## src/rtl/fifo_wr_arbiter.sv

```systemverilog
// fifo_wr_arbiter: shares one synchronous-FIFO write port between N_REQ
// producers. Round-robin ownership with bounded bursts. Every word is confirmed
// through the FIFO's registered wr_ack/overflow response and is retried until it
// is accepted, so no producer word is lost or duplicated.
module fifo_wr_arbiter #(
  parameter int N_REQ      = 4,
  parameter int DATA_WIDTH = 16,
  parameter int MAX_BURST  = 4
) (
  input  logic                        clk,
  input  logic                        rst,
  input  logic [N_REQ-1:0]            req,
  input  logic [N_REQ*DATA_WIDTH-1:0] wdata,
  output logic [N_REQ-1:0]            grant,
  output logic [N_REQ-1:0]            done,
  output logic                        busy,
  output logic                        fifo_wr_en,
  output logic [DATA_WIDTH-1:0]       fifo_data_in,
  input  logic                        fifo_full,
  input  logic                        fifo_wr_ack,
  input  logic                        fifo_overflow
);

  localparam int PTR_W = $clog2(N_REQ);
  localparam int CNT_W = $clog2(MAX_BURST + 1);

  typedef enum logic [1:0] {
    IDLE  = 2'd0,
    WRITE = 2'd1,
    CHECK = 2'd2
  } state_t;

  state_t           state;
  logic [PTR_W-1:0] rr_ptr;
  logic [PTR_W-1:0] owner;
  logic [CNT_W-1:0] burst_cnt;
  logic             locked;
  logic             retry;

  logic [PTR_W-1:0] winner;
  logic             any_req;

  // Pointer increment with an explicit wrap, so N_REQ need not be a power of 2.
  function automatic logic [PTR_W-1:0] wrap_add(input logic [PTR_W-1:0] base,
                                                input int offs);
    int sum;
    sum = int'(base) + offs;
    if (sum >= N_REQ) sum = sum - N_REQ;
    return PTR_W'(sum);
  endfunction

  function automatic logic [N_REQ-1:0] to_onehot(input logic [PTR_W-1:0] idx);
    logic [N_REQ-1:0] vec;
    vec      = '0;
    vec[idx] = 1'b1;
    return vec;
  endfunction

  // Round-robin pick: first set req at or after rr_ptr. Scanning from the far
  // end down lets the nearest requester overwrite the farther ones.
  always_comb begin
    // NOTE: every output of a combinational block gets a default first, otherwise
    // paths that skip the assignment would infer a latch.
    winner  = '0;
    any_req = 1'b0;
    for (int k = N_REQ - 1; k >= 0; k--) begin
      if (req[wrap_add(rr_ptr, k)]) begin
        winner  = wrap_add(rr_ptr, k);
        any_req = 1'b1;
      end
    end
  end

  // done is a same-cycle echo of the FIFO acknowledge for the current owner.
  assign done = (state == CHECK && fifo_wr_ack) ? grant : '0;
  assign busy = (state != IDLE) || locked;

  // Arbitration FSM: IDLE picks/keeps an owner and latches its word, WRITE
  // pulses the FIFO enable, CHECK consumes the registered FIFO response.
  always_ff @(posedge clk or posedge rst) begin
    if (rst) begin
      // NOTE: sequential state uses non-blocking assignments so every register
      // samples pre-edge values regardless of statement order.
      state        <= IDLE;
      grant        <= '0;
      fifo_wr_en   <= 1'b0;
      fifo_data_in <= '0;
      rr_ptr       <= '0;
      owner        <= '0;
      burst_cnt    <= '0;
      locked       <= 1'b0;
      retry        <= 1'b0;
    end else begin
      fifo_wr_en <= 1'b0;
      case (state)
        IDLE: begin
          if (retry) begin
            // Re-send the rejected word already held in fifo_data_in.
            if (!fifo_full) begin
              state      <= WRITE;
              fifo_wr_en <= 1'b1;
            end
          end else if (locked) begin
            if (!req[owner]) begin
              grant     <= '0;
              locked    <= 1'b0;
              burst_cnt <= '0;
              rr_ptr    <= wrap_add(owner, 1);
            end else if (!fifo_full) begin
              fifo_data_in <= wdata[int'(owner)*DATA_WIDTH +: DATA_WIDTH];
              state        <= WRITE;
              fifo_wr_en   <= 1'b1;
            end
          end else if (any_req) begin
            // Ownership is taken even while the FIFO is full; the owner then
            // waits in the locked path until there is room.
            owner     <= winner;
            grant     <= to_onehot(winner);
            locked    <= 1'b1;
            burst_cnt <= '0;
            if (!fifo_full) begin
              fifo_data_in <= wdata[int'(winner)*DATA_WIDTH +: DATA_WIDTH];
              state        <= WRITE;
              fifo_wr_en   <= 1'b1;
            end
          end
        end

        WRITE: state <= CHECK;

        CHECK: begin
          state <= IDLE;
          if (fifo_wr_ack) begin
            // Ack wins even if overflow is also asserted.
            retry <= 1'b0;
            if (burst_cnt == CNT_W'(MAX_BURST - 1)) begin
              grant     <= '0;
              locked    <= 1'b0;
              burst_cnt <= '0;
              rr_ptr    <= wrap_add(owner, 1);
            end else begin
              burst_cnt <= burst_cnt + 1'b1;
              locked    <= 1'b1;
            end
          end else if (fifo_overflow) begin
            retry <= 1'b1;
          end else begin
            // No response at all is treated like a rejection.
            retry <= 1'b1;
          end
        end

        default: state <= IDLE;
      endcase
    end
  end

endmodule

```

## config.mk

```make
export PLATFORM = sky130hd
export DESIGN_NAME = fifo_wr_arbiter
export DESIGN_NICKNAME = d
export VERILOG_FILES = /design/src/rtl/fifo_wr_arbiter.sv
export SDC_FILE = /design/constraint.sdc
export NUM_CORES = 1
export LEC_CHECK = 0
export CAP_MARGIN = 20
export CORE_AREA = 2 2 97 99
export CTS_BUF_LIST = sky130_fd_sc_hd__clkbuf_8 sky130_fd_sc_hd__clkbuf_16
export CTS_CLUSTER_DIAMETER = 60
export CTS_CLUSTER_SIZE = 10
export DETAILED_ROUTE_END_ITERATION = 10
export DIE_AREA = 0 0 99 101
export PLACE_DENSITY = 0.62
export RECOVER_POWER = 100
export SETUP_SLACK_MARGIN = 0.3
export SKIP_LAST_GASP = 1
export SLEW_MARGIN = 10
export SYNTH_ARGS = -nofsm -noshare
export SYNTH_HDL_FRONTEND = slang
export SYNTH_SLANG_ARGS = --single-unit
```

## constraint.sdc

```tcl
create_clock -name clk -period 5.92 [get_ports clk]
set_clock_uncertainty 0.2 [all_clocks]
set_input_delay 0.592 -clock clk [delete_from_list [all_inputs] [get_ports clk]]
set_output_delay 0.592 -clock clk [all_outputs]
set_load 0.01 [all_outputs]
```

==> flow_summary_export.csv <==
group,metric,value,unit
status,status,"complete, but fails checks",
status,violations,"capacitance limit, slew limit",
clock_tree,clock_latency,0.29,ns
placement,place_ws,2.553,ns
route,routed_wl,8521,um
critical_path,cp-end-kind,"output pin",
synthesis,netlist_area,2860,sq um
timing,tightest_slew,2.084,ns
route,dr.first_iter.drc_count,119,
job,max-cap-violations,3,
floorplanning,die_area,9999,sq um
final_layout,drive_gt1_share,10.96,%
final_layout,final.fill_count,878,
power,p_leak,0.001504,uW
synthesis,syn_nets,360,
clock_tree,h-tree-depth,2,
final_layout,multiInputGateArea,1774,sq um
global_route,antenna_found_initial,0,
timing,fin_crit_sh,64.07,%
route,vias_per_cell,5.548,
min_path,hold_path.class,"reg -> reg",
clock_tree,post-cts-setup-buffer-count,0,
final_layout,final_net_count,438,
floorplanning,initial_core_util,31.86,%
critical_path,cp.required,5.13,ns
power,p_per_area,425.9,nW/um^2
synthesis,yosysWarnings,0,
clock_tree,cts_resized,0,
placement,port_buffers,97,
global_route,grt_max_degree,56,
placement,place_hpwl,6125,um
route,vias,2641,
timing,setup_tns,0,ns
power,irDropWorstVdd,0.1573,mV
clock_tree,cts_tree,"done",
critical_path,path_class,"reg -> out",
final_layout,post-route-util,42.66,%
global_route,grtUsageTotal,16.99,%
clock_tree,holdBufCountCts,0,
clock_tree,clock-sinks,32,
floorplanning,die_x,99,um
synthesis,postSynthCellCount,286,
timing,hold_viol,0,
synthesis,ys_seq_area_share,28.00,%
global_route,overflow,0,
route,firstDrtPassIters,4,
clock_tree,cts_buffer_depth,2,
timing,setup_violations,0,
timing,slew_headroom,-38.96,%
critical_path,arrival,3.00,ns
clock_tree,root_buffer,"clkbuf_8",
clock_tree,cts.reportedPaths.clkPinSlew,0.07,ns
route,ant_nets,0,
final_layout,syn_to_final_growth,33.90,%
route,wl_per_cell,17.90,um
critical_path,cp-start-kind,"register",
timing,rsz0062_at_grt,"no",
synthesis,syn_area_per_cell,10.00,sq um
timing,min_period,3.793,ns
global_route,grt_pass1_vias,2619,
timing,fin_ws,2.127,ns
placement,dpl.cell_count,468,
timing,max_freq,263.7,MHz
placement,place_area,3804,sq um
floorplanning,num_io_pins,99,
synthesis,ys_types,51,
global_route,grt_pass1_wl,13660,um
synthesis,synth-seq-cells,32,
floorplanning,die_h,101,um
critical_path,cp_max_fo,55,
timing,slew_viol_final,127,
final_layout,stdcell_count,476,
final_layout,diodes,0,
synthesis,synth_edf_count,0,
final_layout,stdcell_area,3830,sq um
synthesis,synth_ff_type,"dfrtp_1",
route,drc,0,
synthesis,synthArstFlopShare,100.0,%
placement,place_congestion,0.8181,
floorplanning,core-area,8977,sq um
clock_tree,numCtsBuffers,5,
floorplanning,rows,35,
final_layout,seq_area,800.8,sq um
==> cell usage after synthesis (4+ instances only) <==
cell	count	area [sq um]
o22ai_2	11	137.6
nor2b_1	5	31.28
clkbuf_1	12	45.04
o311ai_1	13	113.9
dfrtp_1	32	800.8
and3_1	6	37.54
o22ai_1	4	25.02
a221oi_2	10	150.1
mux2i_1	36	360.4
buf_2	5	25.02
buf_6	7	78.83
nand2_1	7	26.28
nand3b_1	16	120.1
nor2_1	26	97.59
a221oi_1	6	52.55
nand4_1	16	100.1
inv_1	6	22.52
mux2_2	18	202.7
a32o_1	4	40.04
==> critical path, stage by stage, from the launching register on <==
cell and delay [ns]:
dfrtp_1 0.32, clkbuf_1 1.48, or3_1 0.35, clkdlybuf4s50_1 0.56
==> layer usage <==
metal | routed length (um) | up-vias | track usage (%)
met2 | 4050 | 79 | 27.34
met1 | 3886 | 1260 | 23.09
met5 | 0 | - | 0
met3 | 422 | 14 | 3.814
li1 | - | 1288 | -
met4 | 163 | 0 | 4.426
==> final cells by class <==
type | instances | share of cell area, %
Multi-Input combinational cell | 219 | 46.32
Sequential cell | 32 | 20.91
Clock inverter | 3 | 1.013
Inverter | 6 | 0.5880
Timing Repair Buffer | 100 | 25.74
Clock buffer | 5 | 1.797
Tap cell | 111 | 3.626
==> path summary, 6_finish.rpt <==
kind | from | endpoint | slack [ns] | cells past startpoint
max | locked | busy | 2.13 | 3
min | burst_cnt[1] | burst_cnt[1] | 0.31 | 1
max reg2reg | locked | fifo_data_in[0] | 2.27 | 5
min reg2reg | burst_cnt[1] | burst_cnt[1] | 0.31 | 1
max in group asynchronous | rst | fifo_data_in[13] | 3.28 | 3
min in group asynchronous | rst | fifo_wr_en | 1.19 | 3
==> where the power goes <==
| part | internal (uW) | switching [uW] | total, uW |
|---|---|---|---|
| Sequential | 317 | 161 | 478 |
| Clock | 123 | 86.1 | 209 |
| Combinational | 502 | 442 | 944 |
| Total | 942 | 689 | 1630 |
==> cell usage in the layout, fill, tap and decap left out, types with 13 or more instances in the layout <==
cell type,n
nor2_1,26
clkdlybuf4s50_1,70
dfrtp_1,32
o311ai_1,13
nand4_1,16
mux2i_1,37
mux2_2,17
dlygate4sd3_1,27
a221oi_1,16
nand3b_1,16
==> flip-flops by register name (all words and copies together), names as in the netlist <==
register      cells
locked            1
fifo_data_in     16
burst_cnt         3
retry             1
owner             2
state             2
fifo_wr_en        1
rr_ptr            2
grant             4
==> metrics by stage <==
step,hold WS [ns],total power [uW]
2_1_floorplan,0.2684,1182
3_3_place_gp,0.2809,1474
3_5_place_dp,0.3024,1491
4_1_cts,0.3179,1703
5_1_grt,0.3429,1758
6_report,0.3130,1631
==> cells by family (layout without fill, tap and decap cells) <==
group | Yosys count | count (layout) | synth area share [%]
buf+inv | 35 | 114 | 7.436
mux | 58 | 58 | 21.35
simple gates | 89 | 89 | 18.46
compound gates | 70 | 70 | 24.02
flops | 32 | 32 | 28.00
xor+xnor | 1 | 1 | 0.3063
fa+ha+maj | 1 | 1 | 0.4374
No activity file was read; power rests on OpenSTA's default activity.
